$ cat src/rtl/ps2_keyboard_rx_if.sv
// Valid/ready scan-code port between the PS/2 receiver (master) and the key decoder (slave).
interface ps2_keyboard_rx_if;
  logic [7:0] out_data;
  logic       out_valid;
  logic       out_ready;

  modport master (output out_data, output out_valid, input out_ready);
  modport slave  (input out_data, input out_valid, output out_ready);
endinterface

$ cat src/rtl/ps2_keyboard_rx.sv
// PS/2 device-to-host receiver: synchronisers, 11-bit deframer, scan-code FIFO, sticky errors.
// Optional frame-abort on PS/2 clock inactivity is enabled by defining PS2_RX_TIMEOUT_EN.
module ps2_keyboard_rx #(
  parameter int SYNC_STAGES    = 3,
  parameter int DEPTH          = 8,
  parameter int TIMEOUT_CYCLES = 100000
) (
  input  logic                    clk,
  input  logic                    resetn,
  input  logic                    ps2_clk,
  input  logic                    ps2_data,
  ps2_keyboard_rx_if.master       out_if,
  output logic [$clog2(DEPTH):0]  fifo_level,
  output logic                    frame_err,
  output logic                    overflow,
  input  logic                    err_clr
);

  localparam int PW = $clog2(DEPTH);
  localparam int LW = PW + 1;
  localparam logic [LW-1:0] FULL_LEVEL = LW'(DEPTH);

  function automatic logic odd_parity(input logic [8:0] v);
    return ^v;
  endfunction

  logic [SYNC_STAGES-1:0] clk_sync_r;
  logic [SYNC_STAGES-1:0] data_sync_r;
  logic                   clk_prev_r;
  logic                   clk_s;
  logic                   data_s;
  logic                   fall_s;
  logic [3:0]             count_r;
  logic [9:0]             bits_r;
  logic                   frame_done_s;
  logic                   good_s;
  logic                   bad_s;
  logic                   timeout_s;
  logic [7:0]             mem_r [DEPTH];
  logic [PW-1:0]          wr_ptr_r;
  logic [PW-1:0]          rd_ptr_r;
  logic [PW-1:0]          rd_ptr_nxt_s;
  logic [LW-1:0]          level_r;
  logic [LW-1:0]          level_nxt_s;
  logic                   full_s;
  logic                   pop_s;
  logic                   push_s;
  logic                   drop_s;
  logic [7:0]             head_nxt_s;
  logic [7:0]             out_data_r;
  logic                   out_valid_r;
  logic                   frame_err_r;
  logic                   overflow_r;

  assign clk_s        = clk_sync_r[SYNC_STAGES-1];
  assign data_s       = data_sync_r[SYNC_STAGES-1];
  assign fall_s       = clk_prev_r & ~clk_s;
  assign frame_done_s = fall_s && (count_r == 4'd10);
  // bits_r[0] is the start bit, bits_r[9] the parity bit; data_s is the stop bit now.
  assign good_s       = frame_done_s && !bits_r[0] && data_s && odd_parity(bits_r[9:1]);
  assign bad_s        = frame_done_s && !good_s;

  // Input synchronisers idle high, plus the edge-detect history flop.
  always_ff @(posedge clk or negedge resetn) begin
    if (!resetn) begin
      clk_sync_r  <= '1;
      data_sync_r <= '1;
      clk_prev_r  <= 1'b1;
    end else begin
      clk_sync_r  <= {clk_sync_r[SYNC_STAGES-2:0], ps2_clk};
      data_sync_r <= {data_sync_r[SYNC_STAGES-2:0], ps2_data};
      clk_prev_r  <= clk_s;
    end
  end

  // Bit counter and LSB-first shift register; bits enter at the top.
  always_ff @(posedge clk or negedge resetn) begin
    if (!resetn) begin
      count_r <= 4'd0;
      bits_r  <= 10'd0;
    end else if (timeout_s) begin
      count_r <= 4'd0;
    end else if (fall_s) begin
      if (count_r == 4'd10) begin
        count_r <= 4'd0;
      end else begin
        count_r <= count_r + 4'd1;
        bits_r  <= {data_s, bits_r[9:1]};
      end
    end else begin
      count_r <= count_r;
    end
  end

`ifdef PS2_RX_TIMEOUT_EN
  localparam int TW = $clog2(TIMEOUT_CYCLES + 1);
  logic [TW-1:0] idle_cnt_r;

  assign timeout_s = (count_r != 4'd0) && !fall_s && (idle_cnt_r == TW'(TIMEOUT_CYCLES - 1));

  // Inactivity counter; only runs while a frame is partially received.
  always_ff @(posedge clk or negedge resetn) begin
    if (!resetn) begin
      idle_cnt_r <= '0;
    end else if ((count_r == 4'd0) || fall_s || timeout_s) begin
      idle_cnt_r <= '0;
    end else begin
      idle_cnt_r <= idle_cnt_r + TW'(1);
    end
  end
`else
  assign timeout_s = 1'b0;
`endif

  // FIFO next-state: a pop in the same cycle frees the slot for a push into a full FIFO.
  always_comb begin
    full_s       = (level_r == FULL_LEVEL);
    pop_s        = out_valid_r && out_if.out_ready;
    push_s       = good_s && (!full_s || pop_s);
    drop_s       = good_s && full_s && !pop_s;
    rd_ptr_nxt_s = rd_ptr_r;
    level_nxt_s  = level_r;
    head_nxt_s   = 8'h00;
    if (pop_s) begin
      rd_ptr_nxt_s = rd_ptr_r + PW'(1);
    end else begin
      rd_ptr_nxt_s = rd_ptr_r;
    end
    case ({push_s, pop_s})
      2'b10:   level_nxt_s = level_r + LW'(1);
      2'b01:   level_nxt_s = level_r - LW'(1);
      default: level_nxt_s = level_r;
    endcase
    // The incoming byte becomes the head when it lands in the slot the head will point at.
    if (push_s && (wr_ptr_r == rd_ptr_nxt_s)) begin
      head_nxt_s = bits_r[8:1];
    end else begin
      head_nxt_s = mem_r[rd_ptr_nxt_s];
    end
  end

  // FIFO storage, pointers, and registered head/valid/level.
  always_ff @(posedge clk or negedge resetn) begin
    if (!resetn) begin
      for (int i = 0; i < DEPTH; i++) begin
        mem_r[i] <= 8'h00;
      end
      wr_ptr_r    <= '0;
      rd_ptr_r    <= '0;
      level_r     <= '0;
      out_valid_r <= 1'b0;
      out_data_r  <= 8'h00;
    end else begin
      if (push_s) begin
        mem_r[wr_ptr_r] <= bits_r[8:1];
        wr_ptr_r        <= wr_ptr_r + PW'(1);
      end else begin
        wr_ptr_r <= wr_ptr_r;
      end
      rd_ptr_r    <= rd_ptr_nxt_s;
      level_r     <= level_nxt_s;
      out_valid_r <= (level_nxt_s != '0);
      if (level_nxt_s != '0) begin
        out_data_r <= head_nxt_s;
      end else begin
        out_data_r <= 8'h00;
      end
    end
  end

  // Sticky error flags; a clear wins over a same-cycle set.
  always_ff @(posedge clk or negedge resetn) begin
    if (!resetn) begin
      frame_err_r <= 1'b0;
      overflow_r  <= 1'b0;
    end else if (err_clr) begin
      frame_err_r <= 1'b0;
      overflow_r  <= 1'b0;
    end else begin
      if (bad_s || timeout_s) begin
        frame_err_r <= 1'b1;
      end else begin
        frame_err_r <= frame_err_r;
      end
      if (drop_s) begin
        overflow_r <= 1'b1;
      end else begin
        overflow_r <= overflow_r;
      end
    end
  end

  assign out_if.out_data  = out_data_r;
  assign out_if.out_valid = out_valid_r;
  assign fifo_level       = level_r;
  assign frame_err        = frame_err_r;
  assign overflow         = overflow_r;

endmodule

$ cat src/flat_wrapper.sv
// flat-port wrapper written by rule: the top's interface ports become plain ports
module ps2_keyboard_rx_flat 
#(
  parameter int SYNC_STAGES    = 3,
  parameter int DEPTH          = 8,
  parameter int TIMEOUT_CYCLES = 100000
)
  (clk, resetn, ps2_clk, ps2_data, fifo_level, frame_err, overflow, err_clr, out_if_out_data, out_if_out_valid, out_if_out_ready);
  ps2_keyboard_rx_if out_if_i ();
  input  logic clk;
  input  logic resetn;
  input  logic ps2_clk;
  input  logic ps2_data;
  output logic [$clog2(DEPTH):0] fifo_level;
  output logic frame_err;
  output logic overflow;
  input  logic err_clr;
  output wire logic [$bits(out_if_i.out_data)-1:0] out_if_out_data;
  output wire logic [$bits(out_if_i.out_valid)-1:0] out_if_out_valid;
  input wire logic [$bits(out_if_i.out_ready)-1:0] out_if_out_ready;
  assign out_if_out_data = out_if_i.out_data;
  assign out_if_out_valid = out_if_i.out_valid;
  assign out_if_i.out_ready = out_if_out_ready;
  ps2_keyboard_rx #(.SYNC_STAGES(SYNC_STAGES), .DEPTH(DEPTH), .TIMEOUT_CYCLES(TIMEOUT_CYCLES)) u_core (.clk(clk), .resetn(resetn), .ps2_clk(ps2_clk), .ps2_data(ps2_data), .out_if(out_if_i), .fifo_level(fifo_level), .frame_err(frame_err), .overflow(overflow), .err_clr(err_clr));
endmodule
$ cat config.mk
export PLATFORM = sky130hd
export DESIGN_NAME = ps2_keyboard_rx_flat
export DESIGN_NICKNAME = d
export VERILOG_FILES = /design/src/rtl/ps2_keyboard_rx_if.sv /design/src/rtl/ps2_keyboard_rx.sv /design/src/flat_wrapper.sv
export SDC_FILE = /design/constraint.sdc
export NUM_CORES = 1
export LEC_CHECK = 0
export BUFFER_PORTS_ARGS = -buffer_cell sky130_fd_sc_hd__clkbuf_2
export CAP_MARGIN = 10
export CORE_ASPECT_RATIO = 1.4
export CORE_MARGIN = 5
export CORE_UTILIZATION = 45
export DETAILED_ROUTE_END_ITERATION = 8
export GPL_TIMING_DRIVEN = 1
export PLACE_DENSITY = 0.68
export REMOVE_ABC_BUFFERS = 1
export SYNTH_ARGS = -nofsm -noshare
export SYNTH_HDL_FRONTEND = slang
export SYNTH_SLANG_ARGS = --single-unit
$ cat constraint.sdc
create_clock -name clk -period 9.4 [get_ports clk]
set_input_delay 1.41 -clock clk [delete_from_list [all_inputs] [get_ports clk]]
set_output_delay 1.41 -clock clk [all_outputs]
set_load 0.02 [all_outputs]
==> flow_summary.yaml <==
outcome:
  outcome: "finished, final reports clean"
logic_synthesis:
  synthCells: 330
  yosysSeqAreaShare_pct: 54.18
  ys_ff_latch: 106
  ys_warn_count: 0
  syn_area_um2: 4912
  synth_area_per_cell_um2: 14.89
  ys_types: 46
clock_tree:
  worstSkewPairLatency_ps: 350
  cts.repair.resized: 0
  max-clock-path-buffers: 2
  cts_tree: "done"
  post_cts_buffers: 0
  ctsHoldBuffers: 0
  clkSinkCount: 106
  clk_pin_slew_ps: 70
  htree_levels: 3
  cts_made_buffers: 9
  clockRootBuffer: "clkbuf_16"
final_layout:
  diodes: 0
  fill_cells: 913
  final_cell_mix: "99 x dfrtp_1, 83 x mux2_2, 19 x clkbuf_2"
  fin_nets: 352
  stdcell_count: 489
  drive_gt1_share_pct: 44.54
  layout_commonest_cell: "dfrtp_1"
  area_delta_synth_final_pct: 10.19
  utilization_pct: 50.33
timing:
  rsz0062_at_grt: "no"
  worst_pin_slew_ps: 1045
  fin_setup_tns_ps: 0
  max_freq_mhz: 276.7
  finalHoldViolCount: 0
  skew_ps: 8.739
  fin_crit_sh_pct: 38.45
  max-slew-margin-rel_pct: 29.86
  setup_viol: 0
  min_period_ps: 3614
  timing.hold.ws_ps: 357.3
  slew_viol_final: 0
  setup_slack_ps: 5786
floorplanning:
  die_y_um: 133.6
  die_x_um: 98.30
  core_area_um2: 10750
  dieArea_um2: 13130
  num_rows: 45
  start_util_pct: 45.68
  ios: 21
detailed_routing:
  routed_wl_um: 9715
  drt_iter0_drc: 129
  drtAntennaViolNets: 0
  drc: 0
  vias: 2721
  wl_per_cell_um: 19.87
  viasPerCell: 5.564
  first_pass_iters: 4
worst_setup_path:
  cp_slowest_cell: "dfrtp_1"
  path_cells: "xnor3_1 > or4_1 > mux2i_4 > nor2_1 > xor2_1 > ha_1 > or3_1 > mux2i_1 > xnor2_1 > a31oi_1"
  crit_fanout: 12
  slowest_delay_ps: 600
  critPathBufInv: 0
  worstPathRequired_ps: 9570
  cp-start-kind: "register"
  arrival_ps: 3790
  critical_path_class: "reg -> reg"
  path_delay_family: "XOR/XNOR gates"
  cp-end-kind: "register"
placement:
  pre_cts_ws_ps: 5773
  io_buffers: 20
  placed_cells: 473
  routabilityCongestion: 0.7723
  dp_hpwl_um: 6377
grt:
  grt_max_degree: 73
  grt_pass1_vias: 3006
  grt_usage_pct: 15.98
  antenna_found_initial: 0
  overflow: 0
  grt_pass1_wl_um: 16310
job:
  drv_cap: 0
worst_hold_path:
  worst_hold_path_type: "reg -> reg"
power:
  leakage_nw: 2.574
  pwr_density_cell_nw_per_um2: 268.9
  ir_drop_uv: 97.17
==> layout make-up <==
cell class / instances / area (µm²) / share of cell area, %
Clock buffer: 10 / 239.0 / 4.415
Clock inverter: 6 / 56.30 / 1.040
Inverter: 8 / 30.03 / 0.5548
Multi-Input combinational cell: 196 / 2132 / 39.39
Sequential cell: 106 / 2661 / 49.17
Tap cell: 141 / 176.4 / 3.259
Timing Repair Buffer: 22 / 117.6 / 2.173
==> Yosys cell counts (all sizes together) <==
library cell | n | area, µm²
a21bo | 1 | 10.01
a21oi | 3 | 15.01
a22o | 1 | 8.760
a31oi | 8 | 50.05
a41oi | 1 | 8.760
and2 | 2 | 15.02
and3 | 1 | 6.260
and4 | 2 | 17.52
buf | 9 | 55.05
clkbuf | 11 | 41.29
dfrtp | 99 | 2477
dfstp | 7 | 183.9
ha | 3 | 37.54
inv | 8 | 30.03
mux2 | 85 | 957.2
mux2i | 13 | 142.6
mux4 | 16 | 360.4
nand2 | 7 | 28.78
nand2b | 1 | 6.260
nand3 | 10 | 55.05
nand3b | 2 | 15.01
nand4 | 4 | 55.05
nand4b | 1 | 23.77
nand4bb | 1 | 11.26
nor2 | 5 | 18.77
nor2b | 4 | 25.02
nor3 | 1 | 5.000
nor3b | 1 | 7.510
nor4b | 1 | 23.77
o21ai | 3 | 15.01
or3 | 1 | 6.260
or4 | 1 | 7.510
or4b | 1 | 10.01
xnor2 | 7 | 61.31
xnor3 | 3 | 67.56
xor2 | 6 | 52.55
==> worst reg2reg max path, delay by kind of cell, from the launching register on <==
kind                       cells  cell delay (ps)
and+or+nand+nor                3              910
muxes                          2              510
AOI/OAI and AO/OA              1              190
xor gates and xnor gates       3             1010
DFF                            1              600
adders and majority gates      1              210
==> state kept, by name, summed over array words and instances (netlist names), 3 cells and up <==
name / flops
u_core.bits_r: 10
u_core.clk_sync_r: 3
u_core.count_r: 4
u_core.data_sync_r: 3
u_core.fifo_level: 4
u_core.mem_r: 64
u_core.out_if.out_data: 8
u_core.rd_ptr_r: 3
u_core.wr_ptr_r: 3
==> where the power goes <==
group | switching (mW) | internal, mW
sequential | 0.121 | 0.526
combinational | 0.227 | 0.214
clock | 0.175 | 0.193
total | 0.523 | 0.933
==> metal layers <==
metal	up-vias	track usage (%)	wire length (µm)	part of all wire, %
met5	-	0	0	0
met4	0	6.530	162	1.7
met3	13	2.095	258	2.7
met2	38	28.52	5234	54
met1	1433	19.34	4060	42
li1	1237	-	-	-
==> stage by stage <==
step,total power [mW],cell area (µm²)
2_1_floorplan,0.9537,4816
3_3_place_gp,1.091,5117
3_5_place_dp,1.104,5117
4_1_cts,1.476,5413
5_1_grt,1.540,5413
6_report,1.456,5413
==> logic make-up after synthesis <==
| logic type | Yosys count | synth area share [%] |
|---|---|---|
| compound gates | 17 | 2.190 |
| xor+xnor | 16 | 3.693 |
| fa+ha+maj | 3 | 0.7642 |
| buf+inv | 28 | 2.573 |
| flops | 106 | 54.18 |
| mux | 114 | 29.73 |
| simple gates | 46 | 6.877 |
==> worst paths after layout <==
kind	slack, ps	startpoint	cells after the start	end
hold / removal	360	u_core.clk_sync_r[1]$_DFF_PN1_	0	u_core.clk_sync_r[2]$_DFF_PN1_
setup reg to reg	5790	u_core.bits_r[1]$_DFFE_PN0P_	10	u_core.out_if.out_data[0]$_DFF_PN0_
setup / recovery	5790	u_core.bits_r[1]$_DFFE_PN0P_	10	u_core.out_if.out_data[0]$_DFF_PN0_
hold reg to reg	360	u_core.clk_sync_r[1]$_DFF_PN1_	0	u_core.clk_sync_r[2]$_DFF_PN1_
min in group asynchronous	1000	resetn	1	u_core.bits_r[8]$_DFFE_PN0P_
max in group asynchronous	7120	resetn	2	u_core.wr_ptr_r[2]$_DFFE_PN0P_
No activity file was read; power rests on OpenSTA's default activity.
